`src/rtl/alu_writeback.sv`:
```
// Execute/writeback stage: owns the accumulator and Z/C flags, registers
// register-file writes one cycle after execute, squashes the instruction
// after a skip, and saves/restores context around interrupts.
module alu_writeback #(
    parameter int unsigned     REG_ADDR_W  = 5,
    parameter logic      [7:0] ACCUM_RESET = 8'h00
) (
    input  logic                  clk,
    input  logic                  reset_n,
    input  logic                  in_valid,
    input  logic                  stall,
    input  logic [7:0]            alu_result,
    input  logic                  accum_write,
    input  logic                  reg_write,
    input  logic [REG_ADDR_W-1:0] reg_addr,
    input  logic                  z_write,
    input  logic                  zout,
    input  logic                  c_write,
    input  logic                  cout,
    input  logic                  retint,
    input  logic                  skip,
    input  logic                  int_enter,
    output logic [7:0]            accum,
    output logic                  z_flag,
    output logic                  c_flag,
    output logic                  skip_pending,
    output logic                  rf_we,
    output logic [REG_ADDR_W-1:0] rf_waddr,
    output logic [7:0]            rf_wdata,
    output logic                  intr_return
);

    localparam logic [0:0] StNormal   = 1'b0;
    localparam logic [0:0] StSkipPend = 1'b1;

    logic [0:0]            state_q, state_d;
    logic [7:0]            accum_q, accum_d;
    logic                  z_q, z_d;
    logic                  c_q, c_d;
    logic [7:0]            sh_accum_q, sh_accum_d;
    logic                  sh_z_q, sh_z_d;
    logic                  sh_c_q, sh_c_d;
    logic                  sh_skip_q, sh_skip_d;
    logic                  rf_we_q, rf_we_d;
    logic [REG_ADDR_W-1:0] rf_waddr_q, rf_waddr_d;
    logic [7:0]            rf_wdata_q, rf_wdata_d;
    logic                  intr_return_q, intr_return_d;

    logic accept;
    logic squash;
    logic exec;
    logic exec_ret;

    assign accept   = in_valid & ~stall;
    assign squash   = accept & (state_q == StSkipPend);
    assign exec     = accept & (state_q == StNormal);
    assign exec_ret = exec & retint;

    // Architectural context, skip FSM and interrupt shadow next-state
    always_comb begin
        state_d    = state_q;
        accum_d    = accum_q;
        z_d        = z_q;
        c_d        = c_q;
        sh_accum_d = sh_accum_q;
        sh_z_d     = sh_z_q;
        sh_c_d     = sh_c_q;
        sh_skip_d  = sh_skip_q;

        if (exec_ret) begin
            // Restore wins over the retint's own accum/flag writes and its skip
            accum_d = sh_accum_q;
            z_d     = sh_z_q;
            c_d     = sh_c_q;
            state_d = sh_skip_q ? StSkipPend : StNormal;
        end else if (exec) begin
            if (accum_write) accum_d = alu_result;
            if (z_write)     z_d     = zout;
            if (c_write)     c_d     = cout;
            if (skip)        state_d = StSkipPend;
        end else if (squash) begin
            // Squashed instruction's own skip is ignored: skips never chain
            state_d = StNormal;
        end

        // Save the post-edge context, then force NORMAL so the ISR's first
        // instruction always executes
        if (int_enter) begin
            sh_accum_d = accum_d;
            sh_z_d     = z_d;
            sh_c_d     = c_d;
            sh_skip_d  = (state_d == StSkipPend);
            state_d    = StNormal;
        end
    end

    // Register-file write port and return pulse next-state
    always_comb begin
        rf_we_d       = exec & reg_write;
        rf_waddr_d    = rf_waddr_q;
        rf_wdata_d    = rf_wdata_q;
        intr_return_d = exec_ret;
        if (rf_we_d) begin
            rf_waddr_d = reg_addr;
            rf_wdata_d = alu_result;
        end
    end

    // State registers with asynchronous active-low reset
    always_ff @(posedge clk or negedge reset_n) begin
        if (!reset_n) begin
            state_q       <= StNormal;
            accum_q       <= ACCUM_RESET;
            z_q           <= 1'b0;
            c_q           <= 1'b0;
            sh_accum_q    <= 8'h00;
            sh_z_q        <= 1'b0;
            sh_c_q        <= 1'b0;
            sh_skip_q     <= 1'b0;
            rf_we_q       <= 1'b0;
            rf_waddr_q    <= '0;
            rf_wdata_q    <= 8'h00;
            intr_return_q <= 1'b0;
        end else begin
            state_q       <= state_d;
            accum_q       <= accum_d;
            z_q           <= z_d;
            c_q           <= c_d;
            sh_accum_q    <= sh_accum_d;
            sh_z_q        <= sh_z_d;
            sh_c_q        <= sh_c_d;
            sh_skip_q     <= sh_skip_d;
            rf_we_q       <= rf_we_d;
            rf_waddr_q    <= rf_waddr_d;
            rf_wdata_q    <= rf_wdata_d;
            intr_return_q <= intr_return_d;
        end
    end

    assign accum        = accum_q;
    assign z_flag       = z_q;
    assign c_flag       = c_q;
    assign skip_pending = (state_q == StSkipPend);
    assign rf_we        = rf_we_q;
    assign rf_waddr     = rf_waddr_q;
    assign rf_wdata     = rf_wdata_q;
    assign intr_return  = intr_return_q;

endmodule

```
`config.mk`:
```
export PLATFORM = sky130hd
export DESIGN_NAME = alu_writeback
export DESIGN_NICKNAME = d
export VERILOG_FILES = /design/src/rtl/alu_writeback.sv
export SDC_FILE = /design/constraint.sdc
export NUM_CORES = 1
export LEC_CHECK = 0
export ABC_AREA = 1
export CAP_MARGIN = 0
export CORE_MARGIN = 4
export CORE_UTILIZATION = 40
export CTS_CLUSTER_DIAMETER = 50
export CTS_CLUSTER_SIZE = 12
export DETAILED_ROUTE_END_ITERATION = 10
export GPL_TIMING_DRIVEN = 0
export PLACE_DENSITY_LB_ADDON = 0.25
export SLEW_MARGIN = 20
export SYNTH_ARGS = -nofsm -noshare
export SYNTH_HDL_FRONTEND = slang
export SYNTH_SLANG_ARGS = --single-unit
```
`constraint.sdc`:
```
create_clock -name clk -period 1.3 [get_ports clk]
set_input_delay 0.13 -clock clk [delete_from_list [all_inputs] [get_ports clk]]
set_output_delay 0.13 -clock clk [all_outputs]
set_load 0.02 [all_outputs]
```
==> flow_summary_export.csv, run 1 <==
group,metric,value,unit
synth,ys_seq_area_share,55.6,%
die,fp-row-count,23,
clock_tree,root_buffer,"clkbuf_8",
worst_setup_path,reg2reg_from,"skip_pending",
layout,fillCellCount,378,
detailed_routing,drc,0,
detailed_routing,wl_per_cell,11.8,µm
die,die_h,72.5,µm
worst_setup_path,reg2reg_depth,7,
synth,synthDistinctLibCells,15,
clock_tree,clock_path_buffers,2,
synth,syn_inst,211,
clock_tree,clock-sinks,37,
layout,drive_gt1_share,14.9,%
timing,worst_slew_pin_slew,470,ps
worst_setup_path,criticalPathCategory,"reg -> reg",
worst_setup_path,r2r_slack,80,ps
synth,synthTopCellsByArea,"dfrtp_1, nand2_1, nand2_2",
placed_design,numPortBuffers,51,
timing,timing.fmax,0.818,GHz
global_route,grt_pass1_wl,6240,µm
worst_setup_path,endpoint_kind,"flop",
timing,slew_headroom,68.7,%
synth,yosysTopAreaCell,"dfrtp_1",
clock_tree,cts_max_level,2,
power,peakVddDrop,0.000825,V
detailed_routing,vias,1467,
die,core,4000,µm²
worst_hold_path,min_path_type,"in -> async",
detailed_routing,drtIter0Drc,69,
synth,synthesis.area,1660,µm²
synth,synth_compound_area_share,3.31,%
die,floorplan.initialDensity,41.6,%
synth,yosysTopAreaCellShare,55.6,%
timing,final-setup-viol-count,0,
global_route,grt_max_degree,21,
detailed_routing,ant_nets,0,
global_route,grt_util_all_layers,15.6,%
layout,multiInputGateArea,633,µm²
timing,whs,323,ps
timing,hold_violations,0,
layout,area.sequential,927,µm²
clock_tree,clk_pin_slew,70,ps
timing,rsz0062_at_grt,"no",
global_route,antenna_found_initial,0,
worst_setup_path,worstPathMaxFanout,10,
detailed_routing,dr.pass1.iters,4,
clock_tree,cts_buffers,5,
layout,num-nets-final,301,
synth,ys.warnings.count,0,
timing,period_share,94.1,%
worst_setup_path,required,1480,ps
placed_design,hpwl,2780,µm
die,io_pins,52,
power,static-leakage-power,0.00132,µW
synth,ys_seq_elements,37,
synth,syn_nets,237,
run,drv_cap,0,
worst_setup_path,critPathLaunchType,"flop",
synth,synthXorXnorAreaFrac,0,%
placed_design,place_area,2260,µm²
die,die_area,5260,µm²
global_route,gr-total-overflow,0,
synth,synth_top_family_by_area,"simple AND/OR/NAND/NOR gates",
timing,slew_violations,0,
layout,antenna_cells,0,
global_route,grt_pass1_vias,1338,
synth,synth_fa_ha_area_share,0,%
detailed_routing,wirelength,3860,µm
layout,final_util,59.8,%
power,p_per_area,1350,nW/µm²
synth,synthMuxAreaShare,0,%
outcome,status,"completed",
clock_tree,insertion_delay,290,ps
die,die_x,72.5,µm
layout,design_area,2390,µm²
detailed_routing,routed_via_density,4.50,
synth,synth_simple_gate_area_share,33.7,%
placed_design,routabilityCongestion,0.777,
clock_tree,cts_tree,"built",
synth,synth_area_per_cell,7.89,µm²
worst_setup_path,arrival,1410,ps
timing,skew,5.34,ps
worst_setup_path,worstReg2RegEnd,"sh_accum_q[0]",
layout,syn_to_final_growth,43.8,%
timing,period_minus_slack,1220,ps
==> per-layer routing <==
layer	global-route usage [%]	routed length (µm)	share of wire (%)	up-vias
met5	0	0	0	-
met4	5.53	38	0.98	0
met3	4.43	289	7.5	4
met2	23.2	1680	44	42
met1	21.7	1850	48	655
li1	-	-	-	766
==> per-stage QoR <==
step	TNS, ps	worst slack (ps)	total power, µW	cells
after floorplan	0	103	2000	211
after global placement	-33670	-798	2470	312
after detailed placement	-4690	-242	2500	313
after CTS	0	31.3	3250	322
after global routing	0	2.43	3430	326
final	0	77.2	3240	326
==> worst max-delay path by stage <==
stage                          endpoint    startpoint  slack [ps]  cells past startpoint
final                     sh_accum_q[0]  skip_pending          80                      7
after floorplan               sh_skip_q  skip_pending         100                      7
after global placement         accum[2]       reset_n        -800                      1
after CTS                     sh_skip_q  skip_pending          30                      7
after detailed placement  sh_accum_q[0]      in_valid        -240                      9
after global routing      sh_accum_q[1]  skip_pending           2                      8
==> Yosys cell counts, drive strengths merged <==
cell and count:
inv 20, o21ai 11, buf 6, dfrtp 37, nor2 15, nand2 117
nand3 4, clkbuf 1
==> placed cells by master (no fill, tap or decap), drive strengths merged <==
master / synthesis / final
nand2: 117 / 117
dfrtp: 37 / 37
dlygate4sd2: 0 / 26
clkdlybuf4s50: 0 / 22
inv: 20 / 20
nor2: 15 / 15
buf: 6 / 12
o21ai: 11 / 11
clkbuf: 1 / 7
nand3: 4 / 4
dlymetal6s2s: 0 / 2
clkinv: 0 / 2
dlygate4sd3: 0 / 1
==> cell type report <==
type / count / area share, %
timing repair buffer: 57 / 22.8
sequential: 37 / 38.7
clock inverter: 2 / 0.575
tap: 50 / 2.61
inverter: 20 / 3.24
clock buffer: 6 / 3.45
multi-input combinational: 147 / 26.5
buffer: 7 / 2.14
==> registers in the layout (all words and copies together), names as in the netlist <==
signal and flops:
intr_return 1, sh_skip_q 1, rf_wdata 8, sh_accum_q 8
sh_z_q 1, sh_c_q 1, rf_we 1, accum 8
z_flag 1, skip_pending 1, c_flag 1, rf_waddr 5
==> report_power, final <==
part	switching, µW	leakage, µW	internal (µW)
clock network	433	0.0000512	430
registers	105	0.000451	1360
logic	535	0.000822	370
==> logic make-up after synthesis <==
| group | count (synthesis) |
|---|---|
| AO/OA/AOI/OAI | 11 |
| AND/OR/NAND/NOR | 136 |
| flip-flops | 37 |
| buffers and inverters | 27 |
==> worst max-delay path: stages (launching register included) <==
cell and delay, ps:
dfrtp_2 460, nor2_4 140, buf_6 130, o21ai_0 110
nand2_1 110, nand2_2 50, nand2_1 50, nand2_1 50
==> repair_timing <==
action / in CTS / in global routing
pin swaps: 0 / 3
endpoints found under the setup margin: 31 / 11
gates cloned: 0 / 1
gates resized for setup: 27 / 12
hold buffers: 1 / 0
hold endpoints to repair: 17 / 0
buffers inserted: 0 / 3
No activity file was read; power rests on OpenSTA's default activity.
==> inputs of run 2 (changes only) <==
Settings changed: CORE_UTILIZATION 40 to 30.
==> flow_summary_export.csv, run 2 (synthesis gave the netlist of run 1 again) <==
group,metric,value,unit
global_route,grt_max_degree,29,
die,io_pins,52,
global_route,grt_pass1_wl,6560,µm
worst_setup_path,endpoint_kind,"flop",
timing,hold_violations,0,
die,fp-row-count,26,
timing,slew_headroom,67.0,%
clock_tree,cts_max_level,2,
worst_setup_path,required,1480,ps
worst_setup_path,worstSetupStartpoint,"skip_pending",
timing,timing.fmax,0.801,GHz
timing,skew,5.08,ps
detailed_routing,routed_via_density,4.20,
worst_hold_path,min_path_type,"in -> async",
detailed_routing,wl_per_cell,12.2,µm
timing,rsz0062_at_grt,"yes",
timing,period_share,96.0,%
placed_design,hpwl,3070,µm
clock_tree,insertion_delay,290,ps
timing,period_minus_slack,1250,ps
power,peakVddDrop,0.000693,V
detailed_routing,drc,0,
outcome,status,"completed",
global_route,gr-total-overflow,0,
worst_setup_path,r2r_slack,50,ps
clock_tree,cts_buffers,5,
timing,whs,248,ps
layout,drive_gt1_share,14.5,%
layout,syn_to_final_growth,45.8,%
power,static-leakage-power,0.00132,µW
clock_tree,root_buffer,"clkbuf_8",
clock_tree,cts_tree,"built",
timing,worst_slew_pin_slew,495,ps
detailed_routing,ant_nets,0,
worst_setup_path,criticalPathCategory,"reg -> reg",
timing,final-setup-viol-count,0,
placed_design,routabilityCongestion,0.730,
detailed_routing,dr.pass1.iters,4,
global_route,grt_pass1_vias,1423,
layout,num-nets-final,300,
die,die_area,6800,µm²
layout,final_common_cell,"nand2_1",
worst_setup_path,arrival,1430,ps
die,die_x,82.5,µm
clock_tree,clock-sinks,37,
global_route,antenna_found_initial,0,
die,die_h,82.5,µm
worst_setup_path,reg2reg_depth,7,
detailed_routing,met3WireLength,236,µm
clock_tree,clk_pin_slew,70,ps
placed_design,place_ws,-255,ps
timing,setup_ws,52.1,ps
layout,antenna_cells,0,
layout,final_cell_mix,"nand2_1, dfrtp_1, dlygate4sd2_1",
run,drv_cap,0,
die,floorplan.initialDensity,31.8,%
worst_setup_path,reg2reg_from,"skip_pending",
global_route,grt_util_all_layers,13.1,%
clock_tree,clock_path_buffers,2,
detailed_routing,vias,1450,
power,p_per_area,1400,nW/µm²
detailed_routing,wirelength,4220,µm
detailed_routing,top_layer_used,"met4",
placed_design,numPortBuffers,51,
detailed_routing,wl_met2,2020,µm
timing,slew_violations,0,
worst_setup_path,worstPathMaxFanout,10,
worst_setup_path,critPathLaunchType,"flop",
detailed_routing,drtIter0Drc,53,
layout,final_util,46.3,%
detailed_routing,wl_met1,1930,µm
worst_setup_path,worstReg2RegEnd,"sh_accum_q[0]",
die,core,5240,µm²
-- run 2: changes by cell type in the layout (fill, tap and decap cells not counted) --
cell / before / now
inv_1: 16 / 17
nand2_2: 11 / 13
clkdlybuf4s50_1: 22 / 23
bufinv_16: 0 / 1
clkbuf_1: 1 / 2
nand2_1: 105 / 103
inv_2: 3 / 2
buf_16: 1 / 0
buf_12: 0 / 1
buf_4: 6 / 5
dlymetal6s2s_1: 2 / 1
clkinv_2: 1 / 0
clkinv_4: 1 / 0
-- run 2: final cells by class --
cell class	instances	area, µm²
Buffer	7	51.3
Clock buffer	7	86.3
Clock inverter	1	30.0
Fill cell	534	2810
Inverter	20	77.6
Multi-Input combinational cell	147	638
Sequential cell	37	927
Tap cell	70	87.6
Timing Repair Buffer	56	528
-- run 2: power breakdown --
group          internal [µW]  switching (µW)  leakage, µW
sequential              1360             117     0.000451
clock                    625             398    0.0000585
combinational            368             537     0.000807
total                   2360            1050      0.00132
-- run 2: stage by stage --
step | setup TNS (ps) | total power [µW] | std cells | cell area [µm²]
floorplan | 0 | 2000 | 211 | 1660
finish | 0 | 3410 | 345 | 2430
global route | -7.85 | 3630 | 345 | 2430
CTS | 0 | 3440 | 342 | 2380
global placement | -34220 | 2480 | 332 | 2260
detailed placement | -5140 | 2510 | 333 | 2280
-- run 2: what timing repair did --
| item | CTS | global route |
|---|---|---|
| buffers inserted | 0 | 2 |
| hold buffers | 1 | 0 |
| endpoints found under the setup margin | 33 | 11 |
| endpoints found under the hold margin | 37 | 0 |
| cloned | 0 | 1 |
| gates resized for setup | 27 | 11 |
| pin swaps | 0 | 3 |
-- run 2: worst max-delay path by stage --
stage / end / depth (start not counted)
2_1_floorplan: sh_skip_q / 7
3_3_place_gp: rf_waddr[4] / 1
3_5_place_dp: sh_accum_q[2] / 10
4_1_cts: sh_skip_q / 7
5_1_grt: sh_accum_q[0] / 7
6_report: sh_accum_q[0] / 7
-- run 2: critical path: stages (launching register included) --
cell and delay (ps):
dfrtp_2 460, nor2_4 140, buf_6 140, o21ai_0 130, nand2_1 110, nand2_2 60, nand2_1 50, nand2_1 50
-- run 2: metal layers --
layer / vias to the layer above / track usage [%]
met5: - / 0
met4: 0 / 4.65
li1: 759 / -
met1: 649 / 15.6
met2: 38 / 21.7
met3: 4 / 4.45
